File: config.mk
export PLATFORM = sky130hd
export DESIGN_NAME = header_dispatcher_flat
export DESIGN_NICKNAME = d
export VERILOG_FILES = /design/src/rtl/header_dispatcher_if.sv /design/src/rtl/header_dispatcher.sv /design/src/flat_wrapper.sv
export SDC_FILE = /design/constraint.sdc
export NUM_CORES = 2
export LEC_CHECK = 0
export CAP_MARGIN = 20
export CELL_PAD_IN_SITES_DETAIL_PLACEMENT = 1
export CELL_PAD_IN_SITES_GLOBAL_PLACEMENT = 2
export CORE_ASPECT_RATIO = 1.25
export CORE_MARGIN = 3
export CORE_UTILIZATION = 30
export CTS_CLUSTER_SIZE = 12
export DETAILED_ROUTE_END_ITERATION = 7
export GPL_TIMING_DRIVEN = 0
export PLACE_DENSITY = 0.86
export SYNTH_ARGS = -nofsm -noshare
export SYNTH_HDL_FRONTEND = slang
export SYNTH_SLANG_ARGS = --single-unit
File: constraint.sdc
create_clock -name sys_clk -period 26.8 [get_ports sys_clk]
set_input_delay 4.02 -clock sys_clk [delete_from_list [all_inputs] [get_ports sys_clk]]
set_output_delay 4.02 -clock sys_clk [all_outputs]
set_load 0.01 [all_outputs]
File: src/rtl/header_dispatcher_if.sv
// NoC port bundle for header_dispatcher: send-side flit/credit and eject-side flit/credit.
// master = dispatcher side, slave = router side.
interface header_dispatcher_if;
    logic [72:0] putFlit;
    logic        EN_putFlit;
    logic [2:0]  getCredit;
    logic [72:0] flit;
    logic        send_credit;
    logic [2:0]  credit_in;

    modport master (
        output putFlit, EN_putFlit, send_credit, credit_in,
        input  getCredit, flit
    );

    modport slave (
        input  putFlit, EN_putFlit, send_credit, credit_in,
        output getCredit, flit
    );
endinterface

File: src/rtl/header_dispatcher.sv
// Node-0 controller: broadcasts a 640-bit header as 10-flit packets to PEs 1..NUM_PE
// under VC0 credit flow control, then captures the first well-formed result packet.
module header_dispatcher #(
    parameter int unsigned NUM_PE       = 5,
    parameter int unsigned CREDIT_DEPTH = 4
) (
    input  logic                 sys_clk,
    input  logic                 reset,
    input  logic                 start,
    input  logic [639:0]         header,
    header_dispatcher_if.master  noc,
    output logic                 busy,
    output logic                 found,
    output logic [4:0]           found_pe,
    output logic [31:0]          found_nonce,
    output logic [63:0]          found_clk
);

    typedef enum logic [1:0] {
        S_IDLE,
        S_SEND,
        S_COLLECT,
        S_DONE
    } state_t;

    state_t        r_state;
    state_t        w_next;

    logic [639:0]  r_header;
    logic [4:0]    r_pe_idx;
    logic [3:0]    r_word;
    logic [3:0]    r_credit_cnt;
    logic [72:0]   r_putFlit;
    logic          r_en_putFlit;
    logic          r_send_credit;
    logic [2:0]    r_credit_in;
    logic [1:0]    r_pword;
    logic          r_drop;
    logic [31:0]   r_nonce;
    logic          r_found;
    logic [4:0]    r_found_pe;
    logic [31:0]   r_found_nonce;
    logic [63:0]   r_found_clk;

    logic          w_start_ok;
    logic          w_send;
    logic          w_last;
    logic          w_cr_in;
    logic          w_fv;
    logic          w_ftail;
    logic [63:0]   w_fdata;
    logic          w_good_tail;
    logic          w_capture;
    logic          w_unused;

    assign w_fv        = noc.flit[72];
    assign w_ftail     = noc.flit[71];
    assign w_fdata     = noc.flit[63:0];
    assign w_unused    = ^noc.flit[70:64];
    assign w_cr_in     = (noc.getCredit == 3'b100);
    assign w_start_ok  = start && ((r_state == S_IDLE) || (r_state == S_DONE));
    assign w_send      = (r_state == S_SEND) && (r_credit_cnt != '0);
    assign w_last      = (r_pe_idx == 5'(NUM_PE)) && (r_word == 4'd9);
    assign w_good_tail = w_fv && w_ftail && (r_pword == 2'd2) && !r_drop;
    assign w_capture   = w_good_tail && !r_found &&
                         ((r_state == S_SEND) || (r_state == S_COLLECT));

    always_ff @(posedge sys_clk or negedge reset) begin
        if (!reset) r_state <= S_IDLE;
        else        r_state <= w_next;
    end

    // A capture that lands during dispatch lets SEND finish, then skip COLLECT.
    always_comb begin
        w_next = r_state;
        case (r_state)
            S_IDLE, S_DONE: if (start)            w_next = S_SEND;
            S_SEND:         if (w_send && w_last) w_next = r_found ? S_DONE : S_COLLECT;
            S_COLLECT:      if (r_found)          w_next = S_DONE;
            default:                              w_next = S_IDLE;
        endcase
    end

    always_ff @(posedge sys_clk or negedge reset) begin
        if (!reset) begin
            r_header      <= '0;
            r_pe_idx      <= '0;
            r_word        <= '0;
            r_credit_cnt  <= 4'(CREDIT_DEPTH);
            r_putFlit     <= '0;
            r_en_putFlit  <= 1'b0;
            r_send_credit <= 1'b0;
            r_credit_in   <= '0;
            r_pword       <= '0;
            r_drop        <= 1'b0;
            r_nonce       <= '0;
            r_found       <= 1'b0;
            r_found_pe    <= '0;
            r_found_nonce <= '0;
            r_found_clk   <= '0;
        end else begin
            // Simultaneous send and VC0 credit cancel out; count saturates at depth.
            if (w_send && !w_cr_in)
                r_credit_cnt <= r_credit_cnt - 4'd1;
            else if (!w_send && w_cr_in && (r_credit_cnt < 4'(CREDIT_DEPTH)))
                r_credit_cnt <= r_credit_cnt + 4'd1;

            r_en_putFlit <= 1'b0;
            if (w_start_ok) begin
                r_header <= header;
                r_pe_idx <= 5'd1;
                r_word   <= '0;
                r_found  <= 1'b0;
            end else if (w_send) begin
                r_putFlit    <= {1'b1, (r_word == 4'd9), r_pe_idx, 2'b00,
                                 r_header[64*r_word +: 64]};
                r_en_putFlit <= 1'b1;
                if (r_word == 4'd9) begin
                    r_word   <= '0;
                    r_pe_idx <= r_pe_idx + 5'd1;
                end else begin
                    r_word <= r_word + 4'd1;
                end
            end

            r_send_credit <= w_fv;
            r_credit_in   <= w_fv ? 3'b100 : 3'b000;

            if (w_fv) begin
                if (w_ftail) begin
                    r_pword <= '0;
                    r_drop  <= 1'b0;
                end else begin
                    if ((r_pword == 2'd0) && (w_fdata != 64'h1)) r_drop <= 1'b1;
                    if (r_pword == 2'd1) r_nonce <= w_fdata[31:0];
                    if (r_pword != 2'd3) r_pword <= r_pword + 2'd1;
                end
            end

            if (w_capture) begin
                r_found       <= 1'b1;
                r_found_nonce <= r_nonce;
                r_found_clk   <= w_fdata;
                r_found_pe    <= 5'((r_nonce % NUM_PE) + 32'd1);
            end
        end
    end

    assign noc.putFlit     = r_putFlit;
    assign noc.EN_putFlit  = r_en_putFlit;
    assign noc.send_credit = r_send_credit;
    assign noc.credit_in   = r_credit_in;
    assign busy            = (r_state == S_SEND) || (r_state == S_COLLECT);
    assign found           = r_found;
    assign found_pe        = r_found_pe;
    assign found_nonce     = r_found_nonce;
    assign found_clk       = r_found_clk;

endmodule

File: src/flat_wrapper.sv
// flat-port wrapper written by rule: the top's interface ports become plain ports
module header_dispatcher_flat 
#(
    parameter int unsigned NUM_PE       = 5,
    parameter int unsigned CREDIT_DEPTH = 4
)
  (sys_clk, reset, start, header, busy, found, found_pe, found_nonce, found_clk, noc_putFlit, noc_EN_putFlit, noc_send_credit, noc_credit_in, noc_getCredit, noc_flit);
  header_dispatcher_if noc_i ();
  input  logic sys_clk;
  input  logic reset;
  input  logic start;
  input  logic [639:0] header;
  output logic busy;
  output logic found;
  output logic [4:0] found_pe;
  output logic [31:0] found_nonce;
  output logic [63:0] found_clk;
  output wire logic [$bits(noc_i.putFlit)-1:0] noc_putFlit;
  output wire logic [$bits(noc_i.EN_putFlit)-1:0] noc_EN_putFlit;
  output wire logic [$bits(noc_i.send_credit)-1:0] noc_send_credit;
  output wire logic [$bits(noc_i.credit_in)-1:0] noc_credit_in;
  input wire logic [$bits(noc_i.getCredit)-1:0] noc_getCredit;
  input wire logic [$bits(noc_i.flit)-1:0] noc_flit;
  assign noc_putFlit = noc_i.putFlit;
  assign noc_EN_putFlit = noc_i.EN_putFlit;
  assign noc_send_credit = noc_i.send_credit;
  assign noc_credit_in = noc_i.credit_in;
  assign noc_i.getCredit = noc_getCredit;
  assign noc_i.flit = noc_flit;
  header_dispatcher #(.NUM_PE(NUM_PE), .CREDIT_DEPTH(CREDIT_DEPTH)) u_core (.sys_clk(sys_clk), .reset(reset), .start(start), .header(header), .noc(noc_i), .busy(busy), .found(found), .found_pe(found_pe), .found_nonce(found_nonce), .found_clk(found_clk));
endmodule
[After elaboration in Yosys (flattened, before gate mapping)]
Cells that the tools add are included.
Word-level totals
  flip-flop bits (word level): 868
  latch bits: 0
  bits in writable memories: 0
  memory bits (read-only): 0
  input bits: 719
  output and inout port bits: 181
  logic and storage cells: 97
  memories kept: 0
Cells by class
  add/subtract/negate cells: 6
  multiply operators: 0
  divide/modulo/power cells: 1
  magnitude comparators: 1
  eq/ne operators: 13
  shift-type cells: 1
  multiplexer cells: 22
  bitwise operators: 2
  reduce and logical (&&, ||, !) cells: 35
Operators with widths (number)
  640-bit by 11-bit indexed part select with 64-bit output: 1
  64-bit by 1-bit inequality test with 1-bit output, second input constant: 1
  32-bit by 3-bit remainder unit with 32-bit output, second input constant: 1
  4-bit two-way mux: 5
  5-bit two-way mux: 3
  1-bit logical AND: 13
  2-bit nonzero test: 6
  5-bit by 1-bit adder with 5-bit output, second input constant: 2
  2-bit two-way mux: 5
  4-bit by 1-bit adder with 4-bit output, second input constant: 2
  2-bit AND reduction: 4
  1-bit two-way mux: 7
  2-bit == test, second input constant: 3
  2-bit inequality test, second input constant: 3
  2-bit case mux with 3 select lines: 1
  3-bit AND reduction: 2
  5-bit by 3-bit == test with 1-bit output, second input constant: 1
  2-bit by 1-bit == test with 1-bit output, second input constant: 2
  4-bit == test, second input constant: 1
  1-bit zero test: 4
  2-bit zero test: 2
  4-bit by 3-bit less-than comparator with 1-bit output, second input constant: 1
  4-bit nonzero test: 1
  4-bit by 1-bit subtractor with 4-bit output, second input constant: 1
  7 further kinds: 9

[Depth between registers and ports, before layout]
  word-level depth: 7
  mapped depth: 60
  mapped depth without buffers: 50

[Worst setup path after synthesis]
Ideal clock, no wire load.
  kind: register to register
  start: reg u_core.r_nonce[31]
  end: reg u_core.r_found_pe[4], in the netlist u_core.found_pe[4]
  library setup time: 0.123 ns
  arrival: 11.535 ns
  required time: 26.677 ns
  slack: 15.142 ns
  cell stages (with the launch flop): 56
  path buffers: 6
  period minus slack after synthesis: 11.658 ns
  cell sequence: dfrtp_1 buf_4 and4bb_2 o21a_1 a2111o_1 and2_1 buf_6 mux2_4 o221ai_4 and2_1 buf_4 o31ai_1 a311o_1 a211o_1 a21o_2 and2_1 a311oi_2 nand3_2 [20 not listed] o21ai_0 o21ai_0 ha_1 a21oi_1 a211o_1 a31o_2 nand2_1 ha_1 inv_1 nor2_1 o221ai_1 xnor2_1 ha_1 o311ai_0 a211oi_1 o211ai_1 a22oi_1 o31ai_2
On the way
  cells in the longest elaborated chain, start to end: 2
RTL lines
  start, declared: RTL line header_dispatcher.sv:39  | logic [31:0] r_nonce;
  start signal, assigned: RTL line header_dispatcher.sv:135  | if (r_pword == 2'd1) r_nonce <= w_fdata[31:0];
  32-bit by 3-bit remainder unit with 32-bit output: RTL line header_dispatcher.sv:144  | r_found_pe <= 5'((r_nonce % NUM_PE) + 32'd1);
  5-bit by 1-bit adder with 5-bit output: RTL line header_dispatcher.sv:144
  end signal, assigned: RTL line header_dispatcher.sv:144
  end, declared: RTL line header_dispatcher.sv:41  | logic [4:0] r_found_pe;
Every way passes these cells.
A chain may end at the register's enable or synchronous reset.

[Final worst setup path]
  start: reg u_core.r_nonce[26]
  end: reg u_core.r_found_pe[4], in the netlist u_core.found_pe[4]
Same word-level chain as after synthesis.

==> reports/results.tsv <==
metric	value	unit
status	completed	
Final Hold Fails	0	
count of synthesis-stage warnings from yosys	0	
end of the worst register-to-register path	u_core.found_pe[4]	
total gr overflow	0	
reported leakage power	26.3	nW
maximum clock frequency	70.0	MHz
post-CTS clock slew at the launch and capture registers of the worst setup and hold paths	60	ps
CP Depth	53	
power density cells	156	nW/um^2
number of nets with antenna violations after detailed routing	0	
number of setup violations in the final report	0	
via count of the first global-routing pass	40800	
boundary pin count	900	
Core ar.	138000	um^2
Root Driver	sky130_fd_sc_hd__clkbuf_16	
number of max-cap violations	0	
first-pass GRT wire length	290	mm
final critical path time including I/O delays and setup	14280	ps
final critical-path share of the clock period	0.533	
Slew @ Worst Pin	1150	ps
DRC violation total after the first TritonRoute iteration	2221	
Main synth FF type	sky130_fd_sc_hd__dfrtp_1	
count of buffer and inverter cells on the critical path	7	
slowest stage cell, crit path	sky130_fd_sc_hd__nor3_1	
total number of placement rows	152	
share of flip-flops with an asynchronous set or reset	1.00	
number of distinct standard cells referenced by the synthesized netlist	127	
final routed wirelength across all metal layers	204	mm
utilization of the core after routing	0.413	
gate count after technology mapping	4375	
synthesized area	42000	um^2
hold-fix buffers at CTS	0	
dominant delay contributor by cell family on the critical path	compound AO/OA/AOI/OAI gates	
largest fanout on the critical path	10	
Required @ worst endpoint	27360	ps
number of vias in the routed layout	37800	
post-layout power	0.00892	W
TritonCTS clock tree	yes	
largest incremental delay on the critical path	840	ps
Worst Hold Slack	467	ps
placed wire-length estimate	166	mm
startpoint of the worst-slack reg-to-reg timing path	u_core.r_nonce[26]	
Final TNS setup	0	ps
Setup crit start kind	flop	
total routing resource utilization after global routing	0.276	
antenna violations before repair	90	
post-CTS sizing	0	
skew final	50.7	ps
Setup Buffers After CTS	0	
die area	145000	um^2
largest cells by area after synthesis	sky130_fd_sc_hd__dfrtp_1 (51%), sky130_fd_sc_hd__nand2_1 (18%), sky130_fd_sc_hd__mux4_2 (6.9%), sky130_fd_sc_hd__mux2i_1 (3.3%), sky130_fd_sc_hd__mux2_2 (3.2%)	
number of buffers created by CTS	96	
source of the critical timing path	u_core.r_nonce[26]	
Routability Congestion	0.954	
Final Slew Violations	0	
hold crit path type	reg2reg	
critical path data arrival time	14840	ps
synthesized area per cell	9.61	um^2
count of buffers from port buffering	888	
CTS HTree Levels	3	
worst slack, placed	12760	ps
effective utilization at floorplan	0.304	
Die Y-Extent	424	um
count of flip-flops with a built-in enable after synthesis	0	
post-route DRC violation count	0	
cells on worst reg2reg path	53	
crit end category	flop	
largest area contributor in the synthesized netlist	sky130_fd_sc_hd__dfrtp_1	
Synth top area share	0.514	
Die Width	341	um
net count reported at finish	6128	
count of clock tree sinks	865	
largest net degree at the start of global routing	117	
first drt pass iteration count	5	
number of storage elements in the synthesis netlist	865	
worst setup path end	u_core.found_pe[4]	
Max transition margin	0.231	
Crit Path Category	reg2reg	
source-to-sink clock delay at the later pin of the worst-skew pair	720	ps
WL per Instance	27.7	um
unrepaired setup endpoints after global routing	false	
list of most frequent post-synthesis cells	sky130_fd_sc_hd__nand2_1 (2018), sky130_fd_sc_hd__dfrtp_1 (864), sky130_fd_sc_hd__clkbuf_1 (211)	
Vias per Instance	5.13	
Longest Clk Path Bufs	3	
PnR worst setup slack	12520	ps
worst reg-to-reg setup slack	12520	ps
most numerous cell in the Yosys netlist	sky130_fd_sc_hd__nand2_1	
Worst IR Drop VDD	0.169	mV
fraction of final layout cells with drive strength greater than 1	0.0979	
portion of the post-synthesis area used by sequential elements	0.515	
Synth-to-Final Area Change	35.8	%
-- routing by layer --
metal | global-route usage | up-vias | share of wire
met5 | 0 | - | 0.0018
met4 | 0.160 | 56 | 0.064
met3 | 0.0719 | 453 | 0.068
met2 | 0.490 | 1311 | 0.51
met1 | 0.297 | 19100 | 0.36
li1 | - | 16800 | -
-- report_power, final --
group | total (W) | switching (W) | internal, W
logic | 0.00528 | 0.00317 | 0.00212
registers | 0.00229 | 0.000365 | 0.00192
clock network | 0.00135 | 0.000586 | 0.000763
total | 0.00892 | 0.00412 | 0.00480
-- worst min path at each step --
stage                               from                   end  depth (start not counted)
floorplan           u_core.r_header[128]  u_core.r_header[128]                          2
global placement      u_core.r_header[8]    u_core.r_header[8]                          2
detailed placement  u_core.r_header[186]  u_core.r_header[186]                          2
CTS                 u_core.r_header[186]  u_core.r_header[186]                          2
global route        u_core.r_header[507]  u_core.r_header[507]                          2
finish              u_core.r_header[466]  u_core.r_header[466]                          2
-- placed cells by master (no fill, tap or decap), drive strengths merged, types with 8 or more instances in the layout --
master,Yosys,routed
nor4,23,23
o211ai,20,20
nor3,33,33
clkbuf,220,359
a31oi,15,15
or3,11,11
nand2,2021,2021
nand2b,10,10
nand4,14,14
clkdlybuf4s50,0,887
and2,18,18
a211oi,18,18
o21a,68,68
nand3,37,37
xnor2,16,16
nor2,71,71
mux2i,140,140
a21o,10,10
xor2,8,8
diode,0,45
mux4,128,128
buf,73,101
a21oi,42,42
o221ai,76,76
inv,34,40
ha,17,17
dfrtp,864,864
o21ai,63,63
o2111ai,9,9
clkinv,5,23
a211o,10,10
mux2,121,121
-- cell families after synthesis --
family | after synthesis | share of synthesized area
adder cells (fa/ha/maj) | 19 | 0.00578
other | 1 | 0.0000892
flip-flops | 865 | 0.515
AO/OA/AOI/OAI | 444 | 0.0836
buffers and inverters | 339 | 0.0371
AND/OR/NAND/NOR | 2294 | 0.219
multiplexers | 389 | 0.134
XOR/XNOR | 24 | 0.00500
-- state kept, by name, indices dropped and copies added (netlist names) --
name,cells
u_core.noc.credit_in,1
u_core.noc.EN_putFlit,1
u_core.found_clk,64
u_core.found_nonce,32
u_core.r_nonce,32
u_core.r_pe_idx,5
u_core.r_word,4
u_core.r_state,2
u_core.found,1
u_core.found_pe,5
u_core.r_pword,2
u_core.r_drop,1
u_core.r_header,640
u_core.r_credit_cnt,4
u_core.noc.putFlit,71
-- area by class of cell --
class	instances	area, um^2
plain buffers	300	1410
repair buffers	915	9450
inverters	39	146
flip-flops and latches	865	21600
well taps	1848	2310
fillers	15800	81200
clock buffers	139	2790
diodes	45	113
multi-input cells	3174	18800
clock inverters	32	363
-- per-stage QoR --
stage               instance area (um^2)  std cells
finish                             57100       7357
global route                       57000       7333
floorplan                          42000       4378
detailed placement                 53800       7140
global placement                   53200       7114
CTS                                56900       7311
-- worst min-delay path, delay by kind of cell (launching register included) --
kind / cells / cell delay, ps
and+or+nand+nor: 2 / 100
DFF: 1 / 340
Power figures use the tool's default switching activity.
